**config.mk**
```make
export PLATFORM = sky130hd
export DESIGN_NAME = led_ctrl_mc
export DESIGN_NICKNAME = d
export VERILOG_FILES = /design/src/rtl/led_ctrl_mc.sv
export SDC_FILE = /design/constraint.sdc
export NUM_CORES = 1
export LEC_CHECK = 0
export CAP_MARGIN = 20
export CORE_ASPECT_RATIO = 1.5
export CORE_MARGIN = 8
export CORE_UTILIZATION = 50
export CTS_CLUSTER_DIAMETER = 40
export DETAILED_ROUTE_END_ITERATION = 8
export PLACE_DENSITY = 0.7
export SKIP_CTS_REPAIR_TIMING = 1
export SYNTH_ARGS = -nofsm -noshare
export SYNTH_HDL_FRONTEND = slang
export SYNTH_SLANG_ARGS = --single-unit
```
**constraint.sdc**
```tcl
create_clock -name clk100 -period 3.55 [get_ports clk100]
set_input_delay 1.065 -clock clk100 [delete_from_list [all_inputs] [get_ports clk100]]
set_output_delay 1.065 -clock clk100 [all_outputs]
set_load 0.03 [all_outputs]
```
**src/rtl/led_ctrl_mc.sv**
```systemverilog
// led_ctrl_mc: multi-channel RGB LED controller (OFF / ON / BLINK / PWM).
// Ports: clk100, rstn (async low); write strobe wren_i with ch_sel_i,
//   mode_i, div_i, duty_i, color_i; sync_i restarts all counters;
//   ack_o / err_o one-cycle write responses; led_o registered, 3 bits/ch.
module led_ctrl_mc #(
  parameter int NUM_CH   = 2,
  parameter int CH_W     = 1,
  parameter int DIV_W    = 5,
  parameter int PWM_W    = 8,
  parameter int PRESCALE = 100000,
  parameter int RST_DIV  = 10
) (
  input  logic                clk100,
  input  logic                rstn,
  input  logic                wren_i,
  input  logic [CH_W-1:0]     ch_sel_i,
  input  logic [1:0]          mode_i,
  input  logic [DIV_W-1:0]    div_i,
  input  logic [PWM_W-1:0]    duty_i,
  input  logic [2:0]          color_i,
  input  logic                sync_i,
  output logic                ack_o,
  output logic                err_o,
  output logic [NUM_CH*3-1:0] led_o
);

  localparam int PS_W = (PRESCALE > 1) ? $clog2(PRESCALE) : 1;
  localparam logic [PS_W-1:0] PS_LAST = PS_W'(PRESCALE - 1);
  localparam logic [CH_W:0] CH_LIM = (CH_W + 1)'(NUM_CH);

  typedef enum logic [1:0] {
    MODE_OFF   = 2'd0,
    MODE_ON    = 2'd1,
    MODE_BLINK = 2'd2,
    MODE_PWM   = 2'd3
  } mode_e;

  typedef struct packed {
    mode_e            mode;
    logic [DIV_W-1:0] div;
    logic [PWM_W-1:0] duty;
    logic [2:0]       color;
  } ch_cfg_t;

  logic [PS_W-1:0]     pre_q;
  logic                tick;
  logic [PWM_W-1:0]    pwm_q;
  ch_cfg_t             cfg_q [NUM_CH];
  logic [DIV_W-1:0]    cnt_q [NUM_CH];
  logic [NUM_CH-1:0]   phase_q;
  logic                sel_ok;
  logic [NUM_CH-1:0]   hit;
  logic [NUM_CH*3-1:0] led_d;
  ch_cfg_t             wr_cfg;

  assign sel_ok = {1'b0, ch_sel_i} < CH_LIM;
  assign tick   = (pre_q == PS_LAST);

  always_comb begin
    wr_cfg.mode  = mode_e'(mode_i);
    wr_cfg.div   = div_i;
    wr_cfg.duty  = duty_i;
    wr_cfg.color = color_i;
  end

  always_comb begin
    hit = '0;
    for (int i = 0; i < NUM_CH; i++) begin
      hit[i] = wren_i && sel_ok &&
               (ch_sel_i == CH_W'(i));
    end
  end

  always_ff @(posedge clk100 or negedge rstn) begin
    if (!rstn) begin
      pre_q <= '0;
    end else if (sync_i || tick) begin
      pre_q <= '0;
    end else begin
      pre_q <= pre_q + 1'b1;
    end
  end

  always_ff @(posedge clk100 or negedge rstn) begin
    if (!rstn) begin
      pwm_q <= '0;
    end else if (sync_i) begin
      pwm_q <= '0;
    end else begin
      pwm_q <= pwm_q + 1'b1;
    end
  end

  always_ff @(posedge clk100 or negedge rstn) begin
    if (!rstn) begin
      ack_o <= 1'b0;
      err_o <= 1'b0;
    end else begin
      ack_o <= wren_i && sel_ok;
      err_o <= wren_i && !sel_ok;
    end
  end

  // A write beats both sync and tick for its own channel.
  always_ff @(posedge clk100 or negedge rstn) begin
    if (!rstn) begin
      phase_q <= '0;
      for (int i = 0; i < NUM_CH; i++) begin
        cfg_q[i].mode  <= MODE_BLINK;
        cfg_q[i].div   <= DIV_W'(RST_DIV);
        cfg_q[i].duty  <= '0;
        cfg_q[i].color <= 3'b111;
        cnt_q[i]       <= '0;
      end
    end else begin
      for (int i = 0; i < NUM_CH; i++) begin
        if (hit[i]) begin
          cfg_q[i]   <= wr_cfg;
          cnt_q[i]   <= '0;
          phase_q[i] <= 1'b0;
        end else if (sync_i) begin
          cnt_q[i]   <= '0;
          phase_q[i] <= 1'b0;
        end else if (tick) begin
          if (cnt_q[i] == cfg_q[i].div) begin
            cnt_q[i]   <= '0;
            phase_q[i] <= ~phase_q[i];
          end else begin
            cnt_q[i] <= cnt_q[i] + 1'b1;
          end
        end
      end
    end
  end

  always_comb begin
    led_d = '0;
    for (int i = 0; i < NUM_CH; i++) begin
      unique case (cfg_q[i].mode)
        MODE_OFF:   led_d[3*i +: 3] = 3'b000;
        MODE_ON:    led_d[3*i +: 3] = cfg_q[i].color;
        MODE_BLINK: led_d[3*i +: 3] =
          phase_q[i] ? cfg_q[i].color : 3'b000;
        MODE_PWM:   led_d[3*i +: 3] =
          (pwm_q < cfg_q[i].duty) ? cfg_q[i].color : 3'b000;
      endcase
    end
  end

  always_ff @(posedge clk100 or negedge rstn) begin
    if (!rstn) begin
      led_o <= '0;
    end else begin
      led_o <= led_d;
    end
  end

endmodule

```
==> metrics.md <==
| Metric | Value |
|---|---|
| Status | finished clean |
| Deepest clock path buffer count | 2 |
| Layout area overhead | 18.4% |
| Full die area | around 0.011 mm^2 |
| Mean Syn Cell Area | around 11 um^2 |
| Netlist cell types | 33 |
| Fin. Hold Viols | 0 |
| Clock Latency Late Sink | 0.34 ns |
| # IOs | 31 |
| CP endpoint kind | register |
| Gr usage total | 0.156 |
| Drt drc | 0 |
| H-tree Lvls | 3 |
| Fin Setup TNS | 0 ns |
| P_int | 1.76 mW |
| Rows | 39 |
| Final ANT Viol Nets | 0 |
| Combinational power share | 0.111 |
| Die height | 123 um |
| Clk network pwr share | 0.433 |
| Clk sinks | 80 |
| DRT iter0 DRCs | 81 |
| Most common cell after layout, fill and taps aside | dfrtp_1 |
| Switching Share | 0.231 |
| Top cells by area, synth | dfrtp_1 44%, dfstp_2 8.2%, mux2_2 8.2%, ha_1 5.9%, xor2_1 4.6% |
| Via density | 5.39 |
| DRT Pass-1 Iters | 4 |
| R2R Setup Slk | 0.98 ns |
| CP startpoint | pre_q[13]$_DFF_PN0_ |
| Post-synth EDFFs | 0 |
| Via count | about 2.7k |
| Crit path time final | roughly 2.6 ns |
| Final-layout fill cell count | 664 |
| IO buf count | 29 |
| Actual slew at the worst max-slew pin | 0.965 ns |
| Number of global-route vias before repair | 2,845 |
| Layout net count | 435 |
| Worst Path Max Fanout | 16 |
| Max Cap Viol | 0 |
| Largest net degree at the start of global routing | 81 |
| Syn_nets | 404 |
| Switching power | 0.529 mW |
| Max-slew violations | 0 |
| P_leak | just over 2 nW |
| RSZ-0062 raised after global routing | false |
| Top cell type's share of synthesized area | 0.443 |
| Cell area after synthesis | around 0.0038 mm^2 |
| Cells after synthesis | between 300 and 400 |
| Max-slew headroom at the worst pin | 0.357 |
| Fmax achieved | just under 400 MHz |
| HPWL after DPL | 5.33 mm |
| Critical setup path kind | reg -> reg |
| CTS tree | done |
| #FFs+latches synth | 80 |
| Initial Util | 0.511 |
| CP Data Required Time | 3.74 ns |
| Worst IR drop on VDD | a little over 0.3 mV |
| Placed cell area | 0.00422 mm^2 |
| CTS root buffer | clkbuf_16 |
| Number of buffers created by CTS | 9 |
| Initial antenna violation count | 0 |
| Clock Pin Slew Worst Setup and Hold Paths | about 0.060 ns |
| Setup violations, final | 0 |
| First-pass GRT wire length | between 10 and 15 mm |
| Startpoint class of the critical path | register |
| Post-Route WL | approximately 7.5 mm |
| Wire per inst | 15.0 um |
| Top_reg_cell synth | dfrtp_1 |
| Reg2reg end | pre_q[9]$_DFF_PN0_ |
| Post-synth ARST share | 1.00 |
| Placer Congestion | between 0.7 and 0.8 |
| Grt total ovfl | 0 |
| Post-synthesis sequential area ratio | 0.525 |
| Fin area | 0.00455 mm^2 |
| Part of the cycle the worst path needs | 0.723 |
| Diode count | 0 |
| Die X | ~88 um |
| Proportion of layout cells with a drive suffix above 1 | 0.153 |
| Hold Path Class | reg -> reg |
| Reg-to-reg startpoint | pre_q[13]$_DFF_PN0_ |
| Synth warn | 0 |
| Most frequent cells in the layout | 68 x dfrtp_1, 34 x nand2_1, 29 x nor2_1 |
| Worst Clk Skew | 0.00873 ns |
| Worst r2r path cells | 4 |
| Reg power frac | 0.456 |
| Synth area leader | dfrtp_1 |
| Core area | 0.00751 mm^2 |
| Pwr Density | 503 mW/mm^2 |
| CP endpoint | pre_q[9]$_DFF_PN0_ |
| WP data arrival | 2.75 ns |
==> metrics by stage <==
stage               power (mW)  hold slack (ns)  std cells  worst slack [ns]  utilization
finish                    2.29            0.496        501             0.984        0.605
global route              2.39            0.521        501             0.795        0.605
CTS                       2.32            0.503        501             0.965        0.605
detailed placement        1.32            0.495        485             0.842        0.562
global placement          1.31            0.484        485             0.889        0.562
floorplan                 1.21            0.451        363              1.30            -
==> power groups by stage <==
stage                     clock network [mW]  registers [mW]  logic (mW)
after floorplan                            0            1.07       0.142
after detailed placement                   0            1.06       0.258
after global routing                    1.05            1.05       0.286
final                                  0.991            1.04       0.254
after CTS                               1.02            1.04       0.260
after global placement                     0            1.06       0.250
==> per-layer routing <==
layer / part of all wire / vias to the layer above / track usage
met2: 0.54 / 33 / 0.284
met3: 0.030 / 12 / 0.0386
li1: - / 1315 / -
met4: 0.021 / 0 / 0.0800
met5: 0 / - / 0
met1: 0.40 / 1341 / 0.160
==> flip-flops by register name, summed over array words and instances, names as in the netlist <==
register  cells
phase_q       2
ack_o         1
pwm_q         8
pre_q        17
cnt_q        10
cfg_q        36
led_o         6
==> worst max-delay path, cell delays in order, from the launching register on <==
cell	delay [ns]
dfrtp_1	0.40
or4b_1	0.55
or4_1	0.78
nand2b_1	0.55
nor2_1	0.13
==> logic make-up (layout without fill, tap and decap cells) <==
kind of cell    after synthesis  in the layout  share of synthesized area
mux                          28             28                     0.0821
simple gates                136            136                      0.179
compound gates               42             42                     0.0567
flops                        80             80                      0.525
other cells                   1              1                   0.000977
buf+inv                      29             65                     0.0310
fa+ha+maj                    18             18                     0.0587
xor+xnor                     29             29                     0.0662
==> worst min path at each step <==
stage	startpoint	end	depth (start not counted)
2_1_floorplan	pwm_q[0]$_DFF_PN0_	pwm_q[0]$_DFF_PN0_	1
3_3_place_gp	pre_q[0]$_DFF_PN0_	pre_q[0]$_DFF_PN0_	1
3_5_place_dp	pwm_q[0]$_DFF_PN0_	pwm_q[0]$_DFF_PN0_	1
4_1_cts	pwm_q[0]$_DFF_PN0_	pwm_q[0]$_DFF_PN0_	1
5_1_grt	pwm_q[0]$_DFF_PN0_	pwm_q[0]$_DFF_PN0_	1
6_report	pwm_q[0]$_DFF_PN0_	pwm_q[0]$_DFF_PN0_	1
==> synthesized netlist by cell type, drive strengths merged (2+ instances only) <==
cell type	number
nand3b	5
clkbuf	7
or3	4
nor2	29
nand3	27
nor2b	2
buf	5
and4	7
mux2	28
dfstp	12
nand2	34
a21oi	20
nor3	4
dfrtp	68
a31oi	6
ha	18
xnor2	9
inv	17
nand4	6
xor2	20
or4	2
o21ai	16
and3	7
nand2b	4
==> final cells by class <==
type,instances,area [um^2],area share
clock buffer,11,243,0.0534
timing repair buffer,32,310,0.0682
sequential,80,2020,0.444
inverter,17,63.8,0.0140
clock inverter,5,80.1,0.0176
tap,102,128,0.0281
multi-input combinational,254,1710,0.375
Note: power is estimated with default switching activity, not from simulation.
